[config.mk]
export PLATFORM = sky130hd
export DESIGN_NAME = us_scan_sequencer
export DESIGN_NICKNAME = d
export VERILOG_FILES = /design/src/rtl/us_scan_sequencer.sv
export SDC_FILE = /design/constraint.sdc
export NUM_CORES = 1
export LEC_CHECK = 0
export CORE_MARGIN = 5
export CORE_UTILIZATION = 55
export CTS_CLUSTER_DIAMETER = 100
export DETAILED_ROUTE_END_ITERATION = 16
export GPL_TIMING_DRIVEN = 0
export PLACE_DENSITY = 0.77
export SKIP_CTS_REPAIR_TIMING = 1
export SYNTH_ARGS = -nofsm -noshare
export SYNTH_HDL_FRONTEND = slang
export SYNTH_SLANG_ARGS = --single-unit
[constraint.sdc]
create_clock -name clk -period 3.95 [get_ports clk]
set_clock_uncertainty 0.05 [all_clocks]
set_input_delay 0.79 -clock clk [delete_from_list [all_inputs] [get_ports clk]]
set_output_delay 0.79 -clock clk [all_outputs]
set_load 0.05 [all_outputs]
[src/rtl/us_scan_sequencer.sv]
// us_scan_sequencer: shot sequencer for up to four ultrasonic transducer channels.
// Each period fires one enabled channel (round-robin), opens a receive gate, then holds off.
module us_scan_sequencer #(
  parameter int CH_N  = 4,
  parameter int CNT_W = 24
) (
  input  logic             clk,
  input  logic             rst_n,
  input  logic             cfg_valid,
  output logic             cfg_ready,
  input  logic [CNT_W-1:0] cfg_period,
  input  logic [7:0]       cfg_pw,
  input  logic [15:0]      cfg_gdly,
  input  logic [15:0]      cfg_glen,
  input  logic [15:0]      cfg_nshots,
  input  logic [CH_N-1:0]  cfg_mask,
  output logic             cfg_err,
  input  logic             start,
  input  logic             stop,
  output logic [CH_N-1:0]  fire,
  output logic             gate,
  output logic [1:0]       chan_id,
  output logic             shot_done,
  output logic             busy,
  output logic             run_done
);

  // Compare width wide enough for both the period counter and the 17-bit gate end.
  localparam int CMP_W = (CNT_W > 17) ? CNT_W : 17;

  typedef enum logic [1:0] {S_IDLE, S_RUN, S_STOPPING} state_t;

  state_t r_state;
  state_t w_next_state;

  logic [CNT_W-1:0] r_period;
  logic [7:0]       r_pw;
  logic [15:0]      r_gdly;
  logic [15:0]      r_glen;
  logic [15:0]      r_nshots;
  logic [CH_N-1:0]  r_mask;

  logic [CNT_W-1:0] r_cnt;
  logic [15:0]      r_shots;
  logic [1:0]       r_chan;

  logic [CH_N-1:0]  r_fire;
  logic             r_gate;
  logic [1:0]       r_chan_id;
  logic             r_run_done;
  logic             r_cfg_err;

  logic             w_active;
  logic             w_cfg_take;
  logic             w_cfg_bad;
  logic             w_start;
  logic             w_wrap;
  logic             w_last_shot;
  logic             w_leave;
  logic [16:0]      w_cfg_gend;
  logic [16:0]      w_gend;
  logic [CMP_W-1:0] w_cnt_x;
  logic [CH_N-1:0]  w_onehot;

  function automatic logic [1:0] f_lowest(input logic [CH_N-1:0] m);
    logic [1:0]      res;
    logic [CH_N-1:0] sh;
    res = 2'd0;
    for (int k = CH_N - 1; k >= 0; k--) begin
      sh = m >> k;
      if (sh[0]) res = 2'(k);
    end
    return res;
  endfunction

  // Search upward from the current channel, wrapping, for the next enabled one.
  function automatic logic [1:0] f_next(input logic [CH_N-1:0] m, input logic [1:0] cur);
    logic [1:0]      res;
    logic [CH_N-1:0] sh;
    logic            found;
    int              idx;
    res   = cur;
    found = 1'b0;
    for (int i = 1; i <= CH_N; i++) begin
      idx = (int'(cur) + i) % CH_N;
      sh  = m >> idx;
      if (!found && sh[0]) begin
        res   = 2'(idx);
        found = 1'b1;
      end
    end
    return res;
  endfunction

  assign w_cfg_gend = {1'b0, cfg_gdly} + {1'b0, cfg_glen};
  assign w_cfg_bad  = (cfg_pw == 8'd0) || (cfg_glen == 16'd0) || (cfg_mask == '0) ||
                      (CMP_W'(cfg_period) < CMP_W'(cfg_pw)) ||
                      (CMP_W'(cfg_period) < CMP_W'(w_cfg_gend)) ||
                      (CMP_W'(cfg_period) < CMP_W'(2));

  assign w_active    = (r_state != S_IDLE);
  assign w_cfg_take  = (r_state == S_IDLE) && cfg_valid;
  assign w_start     = (r_state == S_IDLE) && start && !cfg_valid;
  assign w_wrap      = w_active && (r_cnt == r_period - CNT_W'(1));
  assign w_last_shot = (r_nshots != 16'd0) && (r_shots == r_nshots - 16'd1);
  assign w_gend      = {1'b0, r_gdly} + {1'b0, r_glen};
  assign w_cnt_x     = CMP_W'(r_cnt);
  assign w_onehot    = CH_N'(1) << r_chan;

  always_ff @(posedge clk or negedge rst_n) begin
    if (!rst_n) r_state <= S_IDLE;
    else        r_state <= w_next_state;
  end

  always_comb begin
    w_next_state = r_state;
    unique case (r_state)
      S_IDLE: begin
        if (w_start) w_next_state = S_RUN;
      end
      S_RUN: begin
        if (w_wrap && (w_last_shot || stop)) w_next_state = S_IDLE;
        else if (stop)                       w_next_state = S_STOPPING;
      end
      S_STOPPING: begin
        if (w_wrap) w_next_state = S_IDLE;
      end
      default: w_next_state = S_IDLE;
    endcase
  end

  always_comb begin
    cfg_ready = (r_state == S_IDLE);
    busy      = (r_state != S_IDLE);
    shot_done = w_wrap;
    w_leave   = (r_state != S_IDLE) && (w_next_state == S_IDLE);
  end

  always_ff @(posedge clk or negedge rst_n) begin
    if (!rst_n) begin
      r_period <= CNT_W'(125000);
      r_pw     <= 8'd50;
      r_gdly   <= 16'd100;
      r_glen   <= 16'd20000;
      r_nshots <= 16'd0;
      r_mask   <= CH_N'(1);
    end else if (w_cfg_take && !w_cfg_bad) begin
      r_period <= cfg_period;
      r_pw     <= cfg_pw;
      r_gdly   <= cfg_gdly;
      r_glen   <= cfg_glen;
      r_nshots <= cfg_nshots;
      r_mask   <= cfg_mask;
    end
  end

  // Period counter, shot counter and round-robin channel pointer advance together at the wrap.
  always_ff @(posedge clk or negedge rst_n) begin
    if (!rst_n) begin
      r_cnt   <= '0;
      r_shots <= 16'd0;
      r_chan  <= 2'd0;
    end else if (w_start) begin
      r_cnt   <= '0;
      r_shots <= 16'd0;
      r_chan  <= f_lowest(r_mask);
    end else if (w_wrap) begin
      r_cnt   <= '0;
      r_shots <= r_shots + 16'd1;
      r_chan  <= f_next(r_mask, r_chan);
    end else if (w_active) begin
      r_cnt   <= r_cnt + CNT_W'(1);
    end
  end

  // One register stage of decode from the counter; chan_id holds its last shot while idle.
  always_ff @(posedge clk or negedge rst_n) begin
    if (!rst_n) begin
      r_fire     <= '0;
      r_gate     <= 1'b0;
      r_chan_id  <= 2'd0;
      r_run_done <= 1'b0;
      r_cfg_err  <= 1'b0;
    end else begin
      r_fire     <= (w_active && (w_cnt_x < CMP_W'(r_pw))) ? w_onehot : '0;
      r_gate     <= w_active && (w_cnt_x >= CMP_W'(r_gdly)) && (w_cnt_x < CMP_W'(w_gend));
      r_chan_id  <= w_active ? r_chan : r_chan_id;
      r_run_done <= w_leave;
      r_cfg_err  <= w_cfg_take && w_cfg_bad;
    end
  end

  assign fire     = r_fire;
  assign gate     = r_gate;
  assign chan_id  = r_chan_id;
  assign run_done = r_run_done;
  assign cfg_err  = r_cfg_err;

endmodule

Word-level counts from Yosys, hierarchy flattened
Index checks and enable logic that the tools add are counted.
{ "totals": {"ff_bits": 137, "latchBits": 0, "rom_bits": 0, "n_memories": 0, "word_cells": 115, "ram_bits": 0} }
{ "classes": {"div_mod_pow": 0, "shift": 5, "n_bitwise": 4, "add_sub_neg": 10, "n_eq_ne": 4, "multipliers": 0, "mux": 30, "n_reduce_logical": 41, "magnitude_cmp": 6} }
{ "ops": {"columns": ["cell", "count"], "rows": [
  ["4-bit by 32-bit >> shifter with 1-bit output", 4],
  ["24-bit two-way mux", 3],
  ["24-bit by 17-bit < comparator with 1-bit output", 2],
  ["24-bit by 8-bit < comparator with 1-bit output", 2],
  ["16-bit by 16-bit adder with 17-bit output", 2],
  ["16-bit two-way mux", 2],
  ["2-bit two-way mux", 14],
  ["24-bit by 1-bit adder with 24-bit output, second input constant", 1],
  ["24-bit == test", 1],
  ["24-bit by 16-bit >= comparator with 1-bit output", 1],
  ["24-bit by 2-bit < comparator with 1-bit output, second input constant", 1],
  ["24-bit by 1-bit subtractor with 24-bit output, second input constant", 1],
  ["16-bit by 1-bit adder with 16-bit output, second input constant", 1],
  ["16-bit == test", 1],
  ["16-bit logical NOT", 1],
  ["16-bit nonzero test", 1],
  ["16-bit by 1-bit subtractor with 16-bit output, second input constant", 1],
  ["1-bit logical AND", 15],
  ["1-bit two-way mux", 9],
  ["8-bit logical NOT", 1],
  ["2-bit OR reduction", 4],
  ["1-bit logical OR", 6],
  ["2-bit one-hot mux with 3 select lines", 1],
  ["1-bit logical NOT", 5],
  ["13 further kinds", 20]
]} }

Depth between registers and ports, before layout
Gate-level depths: netlist (run 1).
{ "depth": {"depth_word": 22, "ltp_mapped": 20, "depth_no_buf": 19} }

Worst setup path before layout (run 1)
No wires, ideal clock.
{ "synth_path": {"kind": "input to register", "start": "in cfg_gdly[5]", "end": "reg r_gdly[0]", "arrival_ns": 4.457, "required_ns": 3.775, "slack_ns": -0.682, "path_stages": 19, "path_cell_list": "ha_1 or2_2 o31a_1 a31oi_1 a21oi_1 a21o_1 a21o_1 a21o_1 a21oi_1 xor2_1 ha_1 o21ai_0 nand2b_1 a211oi_1 a211oi_1 nand3_1 clkbuf_1 clkbuf_1 mux2_2"} }
{ "synth_between": {"elab_chain_len": 6} }
{ "synth_rtl": {"columns": ["item", "line_no", "text"], "rows": [
  ["from (decl)", "13", "input logic [15:0] cfg_gdly,"],
  ["16-bit by 16-bit adder with 17-bit output", "95", "assign w_cfg_gend = {1'b0, cfg_gdly} + {1'b0, cfg_glen};"],
  ["24-bit by 17-bit < comparator with 1-bit output", "98", "(CMP_W'(cfg_period) < CMP_W'(w_cfg_gend)) ||"],
  ["1-bit logical OR", "97", "(CMP_W'(cfg_period) < CMP_W'(cfg_pw)) ||"],
  ["1-bit logical OR", "98", null],
  ["1-bit logical NOT", "147", "end else if (w_cfg_take && !w_cfg_bad) begin"],
  ["1-bit logical AND", "147", null],
  ["to (signal assigned)", "150", "r_gdly <= cfg_gdly;"],
  ["to (decl)", "38", "logic [15:0] r_gdly;"]
]} }
No other way between the ends.
A chain may end at the register's enable or synchronous reset.

Worst setup path after layout (run 1)
{ "layout_path": {"start": "in cfg_glen[5]", "end": "reg r_period[4]"} }
{ "layout_between": {"elab_chain_len": 8, "word_cells_on_any_way": 10, "cone_classes": "1 x add/sub; 1 x order compare; 8 x reduce/logical"} }
{ "layout_rtl": {"columns": ["item", "line_no", "text"], "rows": [
  ["from (decl)", "14", "input logic [15:0] cfg_glen,"],
  ["branches (longest 4 deep; another with 24-bit by 17-bit < comparator with 1-bit output)", null, null],
  ["1-bit logical OR (*)", "97", null],
  ["1-bit logical OR (*)", "98", null],
  ["1-bit logical NOT (*)", "147", null],
  ["1-bit logical AND (*)", "147", null],
  ["to (signal assigned)", "148", "r_period <= cfg_period;"],
  ["to (decl)", "36", "logic [CNT_W-1:0] r_period;"]
]} }
Every way passes the cells marked *.

==> results.json, run 1 <==
{
  "seq_area_frac_synth_pct": 33.6,
  "synthToLayoutAreaGrowth_pct": 26.3,
  "synth_nets": 1263,
  "violations": "negative setup slack",
  "syn_area_um2": 10300,
  "avgSynthCellArea_um2": 9.60,
  "tightest_slew_ns": 1.04,
  "port_buffers": 100,
  "final_util_pct": 70.0,
  "first_global_vias": 8354,
  "antenna_cells": 0,
  "p_comb_share_pct": 11.5,
  "cts.sinks": 137,
  "grtUsageTotal_pct": 24.7,
  "mostFrequentLayoutCell": "dfrtp_1",
  "numCtsBuffers": 17,
  "worstPathArrival_ns": 4.66,
  "status": "complete, but fails checks",
  "die_y_um": 147,
  "synth-edff-count": 0,
  "powerDensity_nw_per_um2": 283,
  "setup_viol": 84,
  "crit_type": "primary input to register",
  "setup_slack_ns": -0.456,
  "pwr-share-seq_pct": 38.3,
  "gp_congestion": 0.901,
  "cts_buffer_depth": 2,
  "stdcell_count": 1460,
  "ys_async_sr_fraction_pct": 100,
  "worst_hold_path_type": "primary input to async pin",
  "slew_viol_final": 0,
  "grt_max_degree": 88,
  "synth_top_area_share_pct": 28.7,
  "reg2regPathDepth": 16,
  "relSlewSlack_pct": 30.2,
  "final_cell_mix": "118 x dfrtp_1, 91 x ha_1, 80 x mux2_2, 76 x clkdlybuf4s50_1, 72 x nor2_1",
  "hold_violations": 0,
  "synth-main-ff-cell": "dfrtp_1",
  "synth_top_area_cell": "dfrtp_1",
  "swShare_pct": 23.6,
  "drtPass1Iterations": 6,
  "die_area_um2": 21500,
  "fin_crit_ns": 4.41,
  "path_clk_slew_ns": 0.06,
  "viasPerCell": 6.04,
  "ant_nets": 0,
  "fin_hold_ws_ns": 0.267,
  "totalPowerFinal_mw": 3.67,
  "intPower_mw": 2.81,
  "htreeDepth": 4,
  "io_pins": 101,
  "post_drt_wl_per_cell_um": 19.1,
  "clk_latency_ns": 0.43,
  "final_layout_size_suffix_gt1_share_pct": 19.7,
  "synth_area_leaders": "dfrtp_1 29%, ha_1 12%, mux2_2 8.9%",
  "antenna_found_initial": 0,
  "leakage_nw": 6.12,
  "required_ns": 4.21,
  "cts_root_buf": "clkbuf_16",
  "finalCritPeriodShare_pct": 112,
  "placed_cells": 1405,
  "r2r-end": "gate",
  "setup_tns_ns": -33.05,
  "grt_pass1_wl_mm": 42.7,
  "endpoint_kind": "register",
  "peakVddDrop_mv": 0.291,
  "post-route-drc-count": 0,
  "rsz0062_at_grt": "true",
  "ys_seq_elements": 137,
  "synth_cells": 1070,
  "r2r_start": "r_gdly[0]",
  "reg2reg_slack_ns": 0.22,
  "rows": 50,
  "p_clk_share_pct": 50.2,
  "start_util_pct": 55.5,
  "synthDistinctLibCells": 73,
  "path_max_fanout": 10,
  "power.switching_mw": 0.865,
  "start_kind": "primary input",
  "nets": 1406,
  "via_count": 8813,
  "core-area_um2": 18500,
  "die-width_um": 147,
  "ys_warn_count": 0,
  "maxCapViolCount": 0,
  "cts_tree": "done",
  "drt_iter0_drc": 692,
  "grt-ovfl-total": 0,
  "wl_mm": 27.8,
  "dpl.hpwl_mm": 20.1,
  "max_freq_ghz": 0.227
}
[stage by stage]
stage / area, µm² / setup WS (ns)
finish: 13000 / -0.456
global route: 13000 / -0.580
CTS: 12400 / -1.14
detailed placement: 11800 / -1.55
global placement: 11700 / -3.48
floorplan: 10500 / -0.143
[layer usage]
layer / track usage, % / routed length [µm] / share of wire (%) / vias to the layer above
met2: 41.4 / 13600 / 49 / 287
met1: 33.1 / 12200 / 44 / 4313
met3: 3.85 / 1530 / 5.5 / 34
li1: - / - / - / 4179
met5: 0 / 0 / 0 / -
met4: 6.96 / 480 / 1.7 / 0
[worst max-delay path by stage]
stage,startpoint,end,depth (start not counted)
6_report,cfg_glen[5],r_period[4],20
5_1_grt,cfg_glen[5],r_gdly[8],20
4_1_cts,cfg_glen[1],r_gdly[15],20
3_5_place_dp,cfg_glen[1],r_glen[8],20
3_3_place_gp,rst_n,r_glen[3],1
2_1_floorplan,cfg_gdly[0],r_gdly[0],20
[power groups by stage]
stage	sequential (mW)	combinational, mW	clock (mW)
after floorplan	1.43	0.172	0
after global placement	1.43	0.353	0
after detailed placement	1.43	0.368	0
after CTS	1.40	0.371	1.85
after global routing	1.40	0.465	1.91
final	1.40	0.423	1.84
[final cells by class]
type,instances,area [µm²]
clock buffers,17,425
flip-flops and latches,137,3450
fillers,1418,5550
multi-input cells,842,6780
well taps,234,293
clock inverters,15,246
plain buffers,35,300
inverters,56,210
repair buffers,124,1270
[kinds of logic (layout without fill, tap and decap cells)]
| logic type | count (synthesis) | after routing | synth area share (%) |
|---|---|---|---|
| and+or+nand+nor | 364 | 364 | 19.1 |
| buffers and inverters | 91 | 247 | 3.61 |
| DFF | 137 | 137 | 33.6 |
| AOI/OAI and AO/OA | 173 | 173 | 11.4 |
| muxes | 103 | 103 | 11.1 |
| adders and majority gates | 104 | 104 | 12.8 |
| xor gates and xnor gates | 98 | 98 | 8.36 |
[flip-flops by register name, summed over array words and instances, names as in the netlist]
signal and cells:
r_nshots 16, r_glen 16, r_period 24, r_state 2, r_shots 16, r_gdly 16
fire 4, r_pw 8, r_chan 2, chan_id 2, r_cnt 24, cfg_err 1
r_mask 4, run_done 1, gate 1
[critical path, stage by stage]
cell and delay [ns]:
buf_4 0.13, ha_4 0.24, or2_4 0.23, o31a_1 0.17
a31oi_4 0.25, a21oi_2 0.09, a21o_1 0.18, a21o_1 0.21
a21o_1 0.20, a21oi_2 0.15, xor2_1 0.17, ha_1 0.27
o21ai_1 0.09, nand2b_1 0.12, a211oi_4 0.36, a211oi_4 0.15
nand3_4 0.16, buf_12 0.19, buf_12 0.15, mux2_2 0.35
[cell usage after synthesis (5+ instances only)]
master / instances
nor2_1: 72
ha_1: 102
or4b_1: 5
or3_1: 7
nand4_1: 20
nand3b_1: 5
xnor2_1: 49
or2_2: 8
and3_1: 16
o211ai_1: 13
inv_1: 55
nor2b_1: 12
dfrtp_1: 118
xor2_1: 49
a2111oi_0: 6
mux2_2: 81
a211oi_1: 9
nand3_1: 36
buf_2: 8
nor3_1: 34
nand2b_1: 26
nor4_1: 21
clkbuf_1: 21
mux2i_1: 21
o21ai_0: 29
a21oi_1: 37
a31oi_1: 14
a21o_1: 25
dfstp_2: 19
nand2_1: 70
and2_1: 8
No activity file was read; power rests on OpenSTA's default activity.
==> run 2: changes to the inputs <==
- GPL_TIMING_DRIVEN: 0 -> default
==> run 2 against run 1 <==
Compared with the run above:
- the flow still finishes with violations (negative setup slack)
- sequential cell count unchanged
- maximum frequency is 5.6% higher
- power decreased by 5.1%
- wire length rose by 1.9%
- hold slack improved by 0.071 ns
- critical path depth stayed put
- register-to-register slack better by 0.05 ns
- final cell count increased by 0.82%
- first-iteration DRC count shrank 1.7%
- worst setup slack improved by 0.24 ns
- sequential share of layout area is 0.23 points lower
- critical endpoint is now r_glen[13]
- highest routed layer unchanged
==> results.json, run 2 (synthesis gave the netlist of run 1 again) <==
{
  "synthToLayoutAreaGrowth_pct": 27.4,
  "required_ns": 4.21,
  "setup_tns_ns": -14.59,
  "leakage_nw": 6.25,
  "pwr-share-seq_pct": 40.3,
  "final_cell_mix": "118 x dfrtp_1, 91 x ha_1, 80 x mux2_2, 78 x clkdlybuf4s50_1, 72 x nor2_1",
  "start_kind": "primary input",
  "htreeDepth": 4,
  "cts.sinks": 137,
  "wl_mm": 28.4,
  "path_max_fanout": 7,
  "cp_cell_sequence": "dlymetal6s2s_1, ha_4, or2_2, o31a_1, a31oi_4, a21oi_2, a21o_1, a21o_1, a21o_1, a21oi_2, xor2_1, ha_1, o21ai_1, nand2b_1, a211oi_2, a211oi_4, nand3_4, buf_12, clkbuf_16, mux2_2",
  "rows": 50,
  "endpoint_kind": "register",
  "relSlewSlack_pct": 36.4,
  "violations": "negative setup slack",
  "antenna_found_initial": 0,
  "setup_viol": 84,
  "critPathMostFrequentCell": "a21o_1",
  "totalPowerFinal_mw": 3.48,
  "post-route-drc-count": 0,
  "fill_cells": 1346,
  "p_comb_share_pct": 12.8,
  "io_pins": 101,
  "place_area_um2": 12000,
  "p_clk_share_pct": 46.9,
  "grtUsageTotal_pct": 24.2,
  "die_area_um2": 21500,
  "numCtsBuffers": 17,
  "port_buffers": 100,
  "reg2reg_slack_ns": 0.27,
  "die-width_um": 147,
  "clk_latency_ns": 0.43,
  "drt_iter0_drc": 680,
  "final_layout_size_suffix_gt1_share_pct": 21.4,
  "critical-path-max-stage-delay_ns": 0.33,
  "reg_top3": "r_cnt: 24 flops, r_period: 24 flops",
  "grt_max_degree": 76,
  "ant_nets": 0,
  "reg2regPathDepth": 14,
  "cpLargestDelayFamily": "compound AO/OA/AOI/OAI gates",
  "core-area_um2": 18500,
  "viasPerCell": 6.06,
  "dpl.hpwl_mm": 19.5,
  "peakVddDrop_mv": 0.296,
  "tightest_slew_ns": 0.930,
  "fin_hold_ws_ns": 0.338,
  "nets": 1418,
  "powerDensity_nw_per_um2": 266,
  "status": "complete, but fails checks",
  "max_freq_ghz": 0.240,
  "fin_crit_ns": 4.17,
  "worst_hold_path_type": "primary input to async pin",
  "crit_buf_inv": 3,
  "rsz0062_at_grt": "true",
  "post_drt_wl_per_cell_um": 19.3,
  "cts_buffer_depth": 2,
  "die_y_um": 147,
  "maxCapViolCount": 0,
  "worstPathArrival_ns": 4.43,
  "mostFrequentLayoutCell": "dfrtp_1",
  "via_count": 8914,
  "antenna_cells": 0,
  "grt-ovfl-total": 0,
  "intPower_mw": 2.58,
  "first_global_vias": 8333,
  "grt_pass1_wl_mm": 42.6,
  "path_depth": 20,
  "drtPass1Iterations": 7,
  "swShare_pct": 26.0,
  "slew_viol_final": 0,
  "stdcell_area_um2": 13100,
  "crit_type": "primary input to register",
  "setup_slack_ns": -0.221,
  "power.switching_mw": 0.904,
  "cts_root_buf": "clkbuf_16",
  "critPathSlowestCell": "mux2_2",
  "cts_tree": "done",
  "path_clk_slew_ns": 0.06,
  "start_util_pct": 55.5,
  "final_util_pct": 70.6,
  "gp_congestion": 0.902,
  "hold_violations": 0,
  "finalCritPeriodShare_pct": 106
}
run 2: cell types whose count changed in the layout (fill, tap and decap cells not counted), moves of 3 or more:
cell and change:
bufinv_16 -5, inv_6 +3, dlymetal6s2s_1 +4, clkinv_2 -3
buf_6 -6, buf_2 -5, clkbuf_2 -5, clkbuf_1 -15
buf_1 -3, buf_8 +4, clkbuf_8 +3, buf_4 +37
run 2: layer usage:
metal	vias up	share of wire [%]	global-route usage (%)
met5	-	0	0
met2	335	49	39.3
met3	45	5.9	4.31
met4	0	2.1	7.43
met1	4339	44	33.2
li1	4195	-	-
run 2: final cells by class:
cell class                      count  area (µm²)  area share [%]
Inverter                           56         210            1.61
Sequential cell                   137        3450            26.4
Tap cell                          234         293            2.24
Clock inverter                     12         130           0.995
Clock buffer                       20         467            3.57
Multi-Input combinational cell    842        6740            51.5
Timing Repair Buffer              171        1790            13.7
run 2: path summary, 6_finish.rpt:
check,to,from
worst min-delay path,r_period[19],rst_n
worst max register to register,gate,r_gdly[8]
worst min register to register,chan_id[0],chan_id[0]
min in group clk,chan_id[0],chan_id[0]
max in group asynchronous,r_pw[5],rst_n
worst max-delay path,r_glen[13],cfg_glen[5]
run 2: worst register-to-register path, stage by stage, from the launching register on:
cell	delay [ns]
dfrtp_1	0.43
ha_1	0.40
and2_1	0.22
a31o_2	0.23
a31oi_2	0.24
a2111oi_0	0.16
o21a_1	0.20
o21ai_0	0.21
nand2b_1	0.10
a21oi_1	0.19
xor2_1	0.19
ha_1	0.27
a21o_1	0.18
a2111oi_0	0.36
and3_1	0.21
run 2: metrics by stage:
step	instances	setup slack (ns)
floorplan	1070	-0.143
global placement	1424	-0.840
detailed placement	1424	-0.908
CTS	1456	-0.501
global route	1472	-0.361
finish	1472	-0.221
run 2: power by group through the flow:
stage	Clock, mW	Combinational, mW	Sequential [mW]
3_3_place_gp	0	0.401	1.43
3_5_place_dp	0	0.408	1.43
6_report	1.63	0.445	1.40
2_1_floorplan	0	0.172	1.43
4_1_cts	1.65	0.412	1.40
5_1_grt	1.71	0.487	1.40
